--- src/rtl/disp_bus_sched.sv ---
// Display nibble-bus scheduler: grants source B a fixed dwell window, then forces
// a minimum source-A gap so the background credit value is never starved.
module disp_bus_sched #(
    parameter int HOLD_CYCLES = 8,
    parameter int GAP_CYCLES  = 2,
    parameter int CNT_W       = 8
) (
    input  logic       clk,
    input  logic       rst_n,
    input  logic       req_b,
    input  logic       abort_b,
    output logic       mux_sel,
    output logic       ack_b,
    output logic       done_b,
    output logic       busy,
    output logic [7:0] serve_cnt
);

    typedef enum logic [1:0] {
        ST_IDLE  = 2'b00,
        ST_GRANT = 2'b01,
        ST_GAP   = 2'b10
    } state_t;

    localparam logic [CNT_W-1:0] CNT_ZERO  = {CNT_W{1'b0}};
    localparam logic [CNT_W-1:0] CNT_ONE   = {{(CNT_W-1){1'b0}}, 1'b1};
    localparam logic [CNT_W-1:0] HOLD_LOAD = CNT_W'(HOLD_CYCLES - 1);
    localparam logic [CNT_W-1:0] GAP_LOAD  = CNT_W'(GAP_CYCLES - 1);

    state_t           state_r;
    state_t           state_nxt_s;
    logic [CNT_W-1:0] cnt_r;
    logic [CNT_W-1:0] cnt_nxt_s;
    logic             enter_grant_s;
    logic             enter_gap_s;
    logic             mux_sel_nxt_s;
    logic             busy_nxt_s;
    logic [7:0]       serve_cnt_nxt_s;

    // State, dwell counter and all outputs registered on the same edge
    always_ff @(posedge clk or negedge rst_n) begin
        if (!rst_n) begin
            state_r   <= ST_IDLE;
            cnt_r     <= CNT_ZERO;
            mux_sel   <= 1'b0;
            ack_b     <= 1'b0;
            done_b    <= 1'b0;
            busy      <= 1'b0;
            serve_cnt <= 8'd0;
        end else begin
            state_r   <= state_nxt_s;
            cnt_r     <= cnt_nxt_s;
            mux_sel   <= mux_sel_nxt_s;
            ack_b     <= enter_grant_s;
            done_b    <= enter_gap_s;
            busy      <= busy_nxt_s;
            serve_cnt <= serve_cnt_nxt_s;
        end
    end

    // Next-state and counter reload/decrement
    always_comb begin
        state_nxt_s   = ST_IDLE;
        cnt_nxt_s     = CNT_ZERO;
        enter_grant_s = 1'b0;
        enter_gap_s   = 1'b0;
        case (state_r)
            ST_IDLE: begin
                if (req_b) begin
                    state_nxt_s   = ST_GRANT;
                    cnt_nxt_s     = HOLD_LOAD;
                    enter_grant_s = 1'b1;
                end else begin
                    state_nxt_s = ST_IDLE;
                    cnt_nxt_s   = CNT_ZERO;
                end
            end
            ST_GRANT: begin
                // Abort and natural expiry collapse into one exit, hence one done_b
                if ((cnt_r == CNT_ZERO) || abort_b) begin
                    state_nxt_s = ST_GAP;
                    cnt_nxt_s   = GAP_LOAD;
                    enter_gap_s = 1'b1;
                end else begin
                    state_nxt_s = ST_GRANT;
                    cnt_nxt_s   = cnt_r - CNT_ONE;
                end
            end
            ST_GAP: begin
                if (cnt_r != CNT_ZERO) begin
                    state_nxt_s = ST_GAP;
                    cnt_nxt_s   = cnt_r - CNT_ONE;
                end else if (req_b) begin
                    state_nxt_s   = ST_GRANT;
                    cnt_nxt_s     = HOLD_LOAD;
                    enter_grant_s = 1'b1;
                end else begin
                    state_nxt_s = ST_IDLE;
                    cnt_nxt_s   = CNT_ZERO;
                end
            end
            default: begin
                state_nxt_s = ST_IDLE;
                cnt_nxt_s   = CNT_ZERO;
            end
        endcase
    end

    // Output values for the coming cycle, derived from the next state
    always_comb begin
        mux_sel_nxt_s   = (state_nxt_s == ST_GRANT);
        busy_nxt_s      = (state_nxt_s != ST_IDLE);
        serve_cnt_nxt_s = serve_cnt;
        if (enter_grant_s && (serve_cnt != 8'hFF)) begin
            serve_cnt_nxt_s = serve_cnt + 8'd1;
        end else begin
            serve_cnt_nxt_s = serve_cnt;
        end
    end

endmodule

--- config.mk ---
export PLATFORM = sky130hd
export DESIGN_NAME = disp_bus_sched
export DESIGN_NICKNAME = d
export VERILOG_FILES = /design/src/rtl/disp_bus_sched.sv
export SDC_FILE = /design/constraint.sdc
export NUM_CORES = 1
export LEC_CHECK = 0
export CORE_UTILIZATION = 56
export CTS_BUF_LIST = sky130_fd_sc_hd__clkbuf_16
export DETAILED_ROUTE_END_ITERATION = 10
export HOLD_SLACK_MARGIN = 0.06
export PLACE_DENSITY_LB_ADDON = 0.25
export SETUP_SLACK_MARGIN = 0.1
export SLEW_MARGIN = 20
export SYNTH_ARGS = -nofsm -noshare
export SYNTH_HDL_FRONTEND = slang
export SYNTH_SLANG_ARGS = --single-unit
export TNS_END_PERCENT = 1
--- constraint.sdc ---
create_clock -name clk -period 3.2 [get_ports clk]
set_clock_uncertainty 0.05 [all_clocks]
set_input_delay 0.8 -clock clk [delete_from_list [all_inputs] [get_ports clk]]
set_output_delay 0.8 -clock clk [all_outputs]
set_load 0.01 [all_outputs]
==> flow_metrics.env <==
export IMPL_outcome="completed"
export IMPL_path_class="in2reg"
export IMPL_fill_cells=125
export IMPL_setup_viol=0
export IMPL_synth_distinct_cells=30
export IMPL_post_cts_buffers=0
export IMPL_slew_headroom_pct=65.73
export IMPL_finalPower_uw=1392
export IMPL_pwr_density_cell_nw_per_um2=1038
export IMPL_grt_max_degree=23
export IMPL_final_area_um2=1341
export IMPL_ys_ff_latch=22
export IMPL_coreArea_um2=1783
export IMPL_setup_tns_ps=0
export IMPL_p_comb_share_pct=44.9
export IMPL_slowest_delay_ps=570
export IMPL_crit_fanout=6
export IMPL_tightestPinTransition_ps=511.0
export IMPL_syn_nets=113
export IMPL_place_area_um2=1266
export IMPL_clockBufferDepth=2
export IMPL_clkLatencyLatePin_ps=250
export IMPL_leakage_uw=0.0005931
export IMPL_grtUsageTotal_pct=22.98
export IMPL_pwr_share_seq_pct=37.0
export IMPL_vdd_drop_max_mv=0.6555
export IMPL_placementRows=15
export IMPL_synth_cell_area_um2=1096
export IMPL_maxCapViolCount=0
export IMPL_areaGrowthSynthToFinish_pct=22.37
export IMPL_cts_hold_buf=0
export IMPL_finalHoldWorstSlack_ps=438.2
export IMPL_vias=815
export IMPL_drive_above_1_share_pct=7.377
export IMPL_maxSlewViolCount=0
export IMPL_startpoint_type="primary input"
export IMPL_crit_family="simple AND/OR/NAND/NOR gates"
export IMPL_route_detailed_drc=0
export IMPL_dp_final_hpwl_um=1470
export IMPL_hold_violations=0
export IMPL_path_buf_inv=1
export IMPL_clock_sinks=22
export IMPL_via_per_inst=5.544
export IMPL_n_antenna_cell=0
export IMPL_grt_ovfl_total=0
export IMPL_avgSynthCellArea_um2=10.34
export IMPL_antenna_found_initial=0
export IMPL_grt_setup_unrepaired="no"
export IMPL_intPower_uw=859.6
export IMPL_root_buffer="clkbuf_16"
export IMPL_cts_inserted_buffers=3
export IMPL_ctsHtreeMaxLevel=1
export IMPL_die_area_um2=2138
export IMPL_cts_tree="done"
export IMPL_clockPowerShare_pct=18.1
export IMPL_grt_pass1_vias=799
export IMPL_finalCritPeriodShare_pct=71.09
export IMPL_wire_per_inst_um=13.89
export IMPL_port_buffers=15
export IMPL_fmax_ghz=0.4396
export IMPL_synth_sequential_area_ratio_pct=50.23
export IMPL_crit_chain="clkdlybuf4s50_1, nor2b_1, nand2_1, nor4_1, xor2_1"
export IMPL_drtAntennaViolNets=0
export IMPL_dr_pass1_iters=4
export IMPL_arrival_ps=2400
export IMPL_required_ps=3320
export IMPL_crit_path_end_kind="register"
export IMPL_worstHoldPathType="reg2reg"
export IMPL_yosysWarningCount=0
export IMPL_nets=131
export IMPL_final_common_cell="dfrtp_1"
export IMPL_fin_crit_ps=2275
export IMPL_mostFrequentLayoutCells="dfrtp_1 (22), clkdlybuf4s50_1 (15), nor2_1 (14)"
export IMPL_dieHeight_um=46.24
export IMPL_clk_pin_slew_ps=50
export IMPL_p_sw_uw=532.6
export IMPL_io_pins=16
export IMPL_initial_core_util_pct=61.47
export IMPL_fp_dieW_um=46.24
export IMPL_cts_resized=0
export IMPL_routabilityCongestion=0.7980
export IMPL_multi_input_area_um2=511.7
export IMPL_seq_area_um2=550.5
export IMPL_p_sw_share_pct=38.26
export IMPL_drt_total_wl_um=2042
export IMPL_grt_pass1_wl_um=3429
export IMPL_drt_iter0_drc=24
export IMPL_syn_instance_count=106
export IMPL_critPathSlowestCell="clkdlybuf4s50_1"
[path summary, 6_finish.rpt]
path,start,endpoint,slack (ps),cells after the start
max in group asynchronous,rst_n,cnt_r[4]$_DFF_PN0_,2030,2
worst max-delay path,req_b,serve_cnt[4]$_DFFE_PN0P_,930,5
worst min register to register,serve_cnt[6]$_DFFE_PN0P_,serve_cnt[6]$_DFFE_PN0P_,440,1
worst min-delay path,serve_cnt[6]$_DFFE_PN0P_,serve_cnt[6]$_DFFE_PN0P_,440,1
min in group asynchronous,rst_n,busy$_DFF_PN0_,850,2
worst max register to register,cnt_r[0]$_DFF_PN0_,serve_cnt[1]$_DFFE_PN0P_,1140,6
[through the flow]
stage	instances	setup slack, ps	utilization, %
after floorplan	106	1411	-
after global placement	144	751.8	71.02
after detailed placement	144	703.1	71.02
after CTS	147	934.0	75.23
after global routing	147	789.7	75.23
final	147	925.0	75.23
[layer usage]
| layer | part of all wire [%] | routed length (µm) | GRT usage, % | vias up |
|---|---|---|---|---|
| met4 | 1.1 | 22 | 8.824 | 0 |
| met3 | 3.2 | 66 | 3.529 | 6 |
| met2 | 48 | 987 | 39.15 | 19 |
| li1 | - | - | - | 406 |
| met5 | 0 | 0 | 0 | - |
| met1 | 47 | 965 | 29.11 | 384 |
[power groups by stage]
stage	Combinational (µW)	Clock, µW	Sequential [µW]
3_3_place_gp	603	0	510
3_5_place_dp	622	0	516
4_1_cts	630	258	513
6_report	625	253	514
5_1_grt	699	267	533
2_1_floorplan	425	0	514
[cells by family after synthesis]
| family | count (synthesis) | share of synthesized area (%) |
|---|---|---|
| adder cells (fa/ha/maj) | 3 | 3.425 |
| AND/OR/NAND/NOR | 43 | 21.00 |
| multiplexers | 3 | 2.854 |
| buffers and inverters | 7 | 3.082 |
| AO/OA/AOI/OAI | 17 | 10.62 |
| XOR/XNOR | 11 | 8.790 |
| flip-flops | 22 | 50.23 |
[layout make-up]
type | count | share of cell area (%)
sequential | 22 | 41.04
multi-input combinational | 77 | 38.15
timing repair buffer | 16 | 11.75
clock buffer | 3 | 5.597
tap | 25 | 2.332
inverter | 4 | 1.119
[synth_stat cells, drive strengths merged]
master  count  area share [%]
a211oi      1            0.69
a21boi      1             1.0
a21oi       3             1.4
a22oi       1            0.69
a31oi       1            0.57
and2        1            0.69
and3        1            0.57
buf         1             1.0
clkbuf      2            0.69
dfrtp      22              50
ha          3             3.4
inv         4             1.4
mux2        1             1.0
mux2i       2             1.8
nand2       8             2.7
nand2b      4             2.3
nand3       2            0.91
nand4       2             1.1
nor2       14             4.8
nor2b       1            0.57
nor3        3             1.4
nor3b       1             1.1
nor4        6             4.8
o21ai       2            0.91
o22ai       3             1.7
o31ai       3             2.1
o32ai       2             1.6
xnor2       4             3.2
xor2        7             5.6
[flip-flops by register name (all words and copies together) (netlist names)]
signal and flops:
busy 1, cnt_r 8, ack_b 1, done_b 1, serve_cnt 8, mux_sel 1, state_r 2
Note: power is estimated with default switching activity, not from simulation.
